===== src/rtl/intr_priority_ctrl_if.sv =====
// Interrupt request / acknowledge bundle between the interrupt sources, the CPU and intr_priority_ctrl.
// master: the environment (sources and CPU); slave: the controller.
interface intr_priority_ctrl_if;
    logic [3:0] irq;
    logic [3:0] mask;
    logic       IACK;
    logic       INT;
    logic [1:0] priority_select;
    logic [3:0] pending;

    modport master (
        output irq,
        output mask,
        output IACK,
        input  INT,
        input  priority_select,
        input  pending
    );

    modport slave (
        input  irq,
        input  mask,
        input  IACK,
        output INT,
        output priority_select,
        output pending
    );
endinterface


===== src/rtl/intr_priority_ctrl.sv =====
// Four-source fixed-priority interrupt controller with an INT/IACK handshake (bit 3 highest).
// Define INTC_IRQ_EDGE_EN for edge-triggered capture; the default build is level-sensitive.
module intr_priority_ctrl (
    input logic                 clk,
    input logic                 rst,
    intr_priority_ctrl_if.slave bus
);

    typedef enum logic [1:0] {
        IDLE   = 2'd0,
        ASSERT = 2'd1,
        ACKED  = 2'd2
    } state_e;

    state_e     state_q, state_d;
    logic       int_q, int_d;
    logic [1:0] sel_q, sel_d;
    logic [3:0] pending_q, pending_d;
    logic [3:0] eligible;
    logic [1:0] winner;

`ifdef INTC_IRQ_EDGE_EN
    logic [3:0] irq_q;
    logic [3:0] pending_clr;

    // NOTE: every signal written here gets a default first, so no latch is inferred.
    always_comb begin
        pending_clr = '0;
        if (state_q == ASSERT && bus.IACK) begin
            pending_clr[sel_q] = 1'b1;
        end
        // The set term is applied after the clear, so a fresh edge in the ack cycle re-pends.
        pending_d = (pending_q & ~pending_clr) | (bus.irq & ~irq_q);
    end

    always_ff @(posedge clk or negedge rst) begin
        if (!rst) begin
            irq_q <= '0;
        end else begin
            irq_q <= bus.irq;
        end
    end
`else
    always_comb begin
        pending_d = bus.irq;
    end
`endif

    // NOTE: sequential state uses non-blocking assignments so every register samples pre-edge values.
    always_ff @(posedge clk or negedge rst) begin
        if (!rst) begin
            pending_q <= '0;
        end else begin
            pending_q <= pending_d;
        end
    end

    assign eligible = pending_q & ~bus.mask;

    // Ascending scan: the highest set index is the last to write.
    always_comb begin
        winner = 2'd0;
        for (int i = 0; i < 4; i++) begin
            if (eligible[i]) begin
                winner = i[1:0];
            end
        end
    end

    always_comb begin
        state_d = state_q;
        int_d   = int_q;
        sel_d   = sel_q;
        unique case (state_q)
            IDLE: begin
                if (eligible != 4'b0000) begin
                    state_d = ASSERT;
                    sel_d   = winner;
                    int_d   = 1'b1;
                end
            end
            ASSERT: begin
                if (bus.IACK) begin
                    state_d = ACKED;
                    int_d   = 1'b0;
                end
            end
            ACKED: begin
                if (!bus.IACK) begin
                    state_d = IDLE;
                end
            end
            default: begin
                state_d = IDLE;
                int_d   = 1'b0;
            end
        endcase
    end

    always_ff @(posedge clk or negedge rst) begin
        if (!rst) begin
            state_q <= IDLE;
            int_q   <= 1'b0;
            sel_q   <= 2'd0;
        end else begin
            state_q <= state_d;
            int_q   <= int_d;
            sel_q   <= sel_d;
        end
    end

    assign bus.INT             = int_q;
    assign bus.priority_select = sel_q;
    assign bus.pending         = pending_q;

endmodule


===== src/flat_wrapper.sv =====
// flat-port wrapper written by rule: the top's interface ports become plain ports
module intr_priority_ctrl_flat 
  (clk, rst, bus_irq, bus_mask, bus_IACK, bus_INT, bus_priority_select, bus_pending);
  intr_priority_ctrl_if bus_i ();
  input logic clk;
  input logic rst;
  input wire logic [$bits(bus_i.irq)-1:0] bus_irq;
  input wire logic [$bits(bus_i.mask)-1:0] bus_mask;
  input wire logic [$bits(bus_i.IACK)-1:0] bus_IACK;
  output wire logic [$bits(bus_i.INT)-1:0] bus_INT;
  output wire logic [$bits(bus_i.priority_select)-1:0] bus_priority_select;
  output wire logic [$bits(bus_i.pending)-1:0] bus_pending;
  assign bus_i.irq = bus_irq;
  assign bus_i.mask = bus_mask;
  assign bus_i.IACK = bus_IACK;
  assign bus_INT = bus_i.INT;
  assign bus_priority_select = bus_i.priority_select;
  assign bus_pending = bus_i.pending;
  intr_priority_ctrl u_core (.clk(clk), .rst(rst), .bus(bus_i));
endmodule

===== config.mk =====
export PLATFORM = sky130hd
export DESIGN_NAME = intr_priority_ctrl_flat
export DESIGN_NICKNAME = d
export VERILOG_FILES = /design/src/rtl/intr_priority_ctrl_if.sv /design/src/rtl/intr_priority_ctrl.sv /design/src/flat_wrapper.sv
export SDC_FILE = /design/constraint.sdc
export NUM_CORES = 1
export LEC_CHECK = 0
export BUFFER_PORTS_ARGS = -buffer_cell sky130_fd_sc_hd__buf_4
export CORE_AREA = 3 3 40 42
export DETAILED_ROUTE_END_ITERATION = 16
export DIE_AREA = 0 0 43 45
export PLACE_DENSITY = 0.52
export SLEW_MARGIN = 20
export SYNTH_ARGS = -nofsm -noshare
export SYNTH_HDL_FRONTEND = slang
export SYNTH_SLANG_ARGS = --single-unit

===== constraint.sdc =====
create_clock -name clk -period 2.1 [get_ports clk]
set_input_delay 0.21 -clock clk [delete_from_list [all_inputs] [get_ports clk]]
set_output_delay 0.21 -clock clk [all_outputs]
set_load 0.02 [all_outputs]

==> summary.txt <==
Outcome
  – Status: completed

Critical path
  – Critical-path cell with the highest stage delay: sky130_fd_sc_hd__o41ai_2
  – Maximum fanout encountered on the critical timing path: 3
  – CP top delay family: compound AO/OA/AOI/OAI gates
  – Crit. End Element: flop
  – Crit Path Category: flop to flop
  – Count of buffering cells on the critical path with inverters included: 0
  – Critical path cell sequence: nor2b_1 -> o41ai_2 -> nand2_1
  – Data required time of the critical path: 2.23 ns
  – Max incr delay on CP: 0.38 ns
  – Arrival time at the worst endpoint: 1.25 ns
  – Setup crit start kind: flop

STA
  – Unrepaired setup endpoints after global routing: false
  – Setup clock skew after layout: 0.00184 ns
  – Total count of max-transition violations in the final report: 0
  – Hold Violations, Final: 0
  – Clock period minus worst slack: 1.12 ns
  – Share of the clock period used by the worst path after layout: 0.535
  – Actual slew at the worst max-slew pin: 0.294 ns
  – Final-layout setup total negative slack: 0 ns
  – Final Hold Slack: 0.0616 ns
  – Max-slew headroom at the worst pin: 0.802
  – F_max: 0.889 GHz
  – Final-report setup violation count: 0

Route
  – Total routed wirelength: 742 um
  – Via-per-instance ratio: 4.39
  – Detailed Routing Iterations Pass 1: 4
  – Number of nets with antenna violations after routing: 0
  – Via count: 294
  – Average wire per cell in the routed design: 11.1 um
  – Detailed router's first-iteration violation count: 6
  – DR DRC count: 0

Clock tree
  – Post-CTS Hold Fix Bufs: 1
  – Library cell used as clock root buffer: sky130_fd_sc_hd__clkbuf_4
  – Clock tree sinks: 9
  – Max clock buf depth: 2
  – Clock Latency Late Sink: 0.25 ns
  – Clock-pin slew on the worst setup and hold paths: 0.06 ns
  – Number of buffers inserted during clock tree synthesis: 3
  – Number of levels the H-tree was split into: 1
  – Count of buffers added by post-CTS timing repair for setup: 0
  – CTS tree: done
  – # resized after CTS: 0

Synthesis
  – Xor/xnor cell area share of the yosys netlist: 0.0242
  – Cell area after synthesis: 362 um^2
  – Synthesized area per cell: 12.1 um^2
  – Cell count after synthesis: 30
  – Syn Nets: 41
  – Main combinational cell family by area after synthesis: simple AND/OR/NAND/NOR gates
  – Post-synthesis sequential area ratio: 0.623
  – Fraction of the mapped netlist area in compound gates: 0.163
  – Flip-flop and latch count after synthesis: 9
  – Number of library cell types mapped by synthesis: 14
  – Post-Synth Simple-Gate Area: 0.180
  – Yosys Warn Count: 0
  – Proportion of synthesized area in mux cells: 0
  – Fraction of the mapped netlist area in adder cells: 0

Finish
  – Post-layout instance count excluding filler cells: 67
  – ANT cells: 0
  – Area growth, synth to finish: 50.5%
  – Filler cell count in the final layout: 131
  – Layout cell share with drive strength beyond 1: 0.423
  – Total number of nets in the final design: 64

Floorplan
  – Area of the core region: 1280 um^2
  – Die boundary height: 45 um
  – Die area: 1940 um^2
  – Std-Cell Rows: 13
  – Starting density of the core: 0.281
  – Total I/O pin count: 18
  – Die outline width: 43 um

Global routing
  – First-pass GRT wire length: 1.32 mm
  – Number of global-route vias before repair: 330
  – Pin count of the biggest net entering global routing: 10
  – Total congestion overflow: 0
  – Total global routing track utilization: 0.0985
  – Initial antenna violation count: 0

Min path
  – Worst hold-check path type: primary input to flop

Job
  – Maximum capacitance violations: 0

Power
  – Total power per unit cell area: 1190 nW/um^2
  – Leakage dissipation: 0.270 nW
  – Maximum VDD drop: 0.519 mV

Placement
  – GP Congestion: 0.616
  – Number of placed instances, taps included: 62
  – Count of input and output buffers: 17
Yosys cell counts:
cell | n | area (um^2)
sky130_fd_sc_hd__dfrtp_1 | 9 | 225
sky130_fd_sc_hd__o221ai_1 | 1 | 8.76
sky130_fd_sc_hd__a21bo_1 | 1 | 10.0
sky130_fd_sc_hd__a2bb2oi_1 | 1 | 8.76
sky130_fd_sc_hd__nand2_1 | 5 | 18.8
sky130_fd_sc_hd__xor2_1 | 1 | 8.76
sky130_fd_sc_hd__o21ai_1 | 1 | 5.00
sky130_fd_sc_hd__nor2_1 | 1 | 3.75
sky130_fd_sc_hd__and2_1 | 1 | 6.26
sky130_fd_sc_hd__nor2b_1 | 4 | 25.0
sky130_fd_sc_hd__nor2_4 | 1 | 11.3
sky130_fd_sc_hd__inv_1 | 1 | 3.75
sky130_fd_sc_hd__o21ai_0 | 2 | 10.0
sky130_fd_sc_hd__o41ai_2 | 1 | 16.3
routing by layer:
| layer | share of wire | global-route usage |
|---|---|---|
| met1 | 0.38 | 0.0970 |
| met2 | 0.52 | 0.162 |
| met5 | 0 | 0 |
| met3 | 0.089 | 0.0359 |
| met4 | 0.0054 | 0.0904 |
registers in the layout (all words and copies together), names as in the netlist:
name / cells
u_core.bus.INT: 1
u_core.bus.priority_select: 2
u_core.bus.pending: 4
u_core.state_q: 2
power breakdown:
| part | switching (mW) | internal [mW] |
|---|---|---|
| logic | 0.122 | 0.123 |
| registers | 0.0476 | 0.226 |
| clock network | 0.0539 | 0.0728 |
| total | 0.224 | 0.422 |
stage by stage:
step | power, mW | util | setup slack, ns | area, um^2
2_1_floorplan | 0.430 | - | 0.938 | 362
3_3_place_gp | 0.516 | 0.395 | 1.02 | 508
3_5_place_dp | 0.524 | 0.395 | 0.964 | 508
4_1_cts | 0.658 | 0.424 | 0.963 | 544
5_1_grt | 0.700 | 0.424 | 0.896 | 544
6_report | 0.645 | 0.424 | 0.975 | 544
worst paths after layout:
check                                               from                            end  slack [ns]  cells after the start
max                                u_core.bus.pending[2]              u_core.state_q[0]        0.98                      3
min                                           bus_irq[3]          u_core.bus.pending[3]        0.06                      1
max reg2reg                        u_core.bus.pending[2]              u_core.state_q[0]        0.98                      3
min reg2reg                u_core.bus.priority_select[1]  u_core.bus.priority_select[1]        0.49                      1
max in group asynchronous                            rst              u_core.state_q[0]        1.65                      2
min in group asynchronous                            rst  u_core.bus.priority_select[1]        0.31                      2
layout make-up:
| class | count | area, um^2 | area share |
|---|---|---|---|
| Sequential cell | 9 | 225 | 0.414 |
| Timing Repair Buffer | 18 | 138 | 0.253 |
| Inverter | 1 | 3.75 | 0.00690 |
| Clock buffer | 4 | 26.3 | 0.0483 |
| Multi-Input combinational cell | 20 | 133 | 0.244 |
| Tap cell | 15 | 18.8 | 0.0345 |
kinds of logic (layout without fill, tap and decap cells):
logic type / count (synthesis) / in the layout
and+or+nand+nor: 12 / 12
DFF: 9 / 9
buffers and inverters: 1 / 23
AOI/OAI and AO/OA: 7 / 7
xor gates and xnor gates: 1 / 1
layout by cell type, fill, tap and decap left out, types with 2 or more instances in the layout:
cell,count
sky130_fd_sc_hd__buf_4,17
sky130_fd_sc_hd__clkbuf_4,3
sky130_fd_sc_hd__dfrtp_1,9
sky130_fd_sc_hd__nand2_1,5
sky130_fd_sc_hd__nor2b_1,4
sky130_fd_sc_hd__o21ai_0,2
Power figures use the tool's default switching activity.
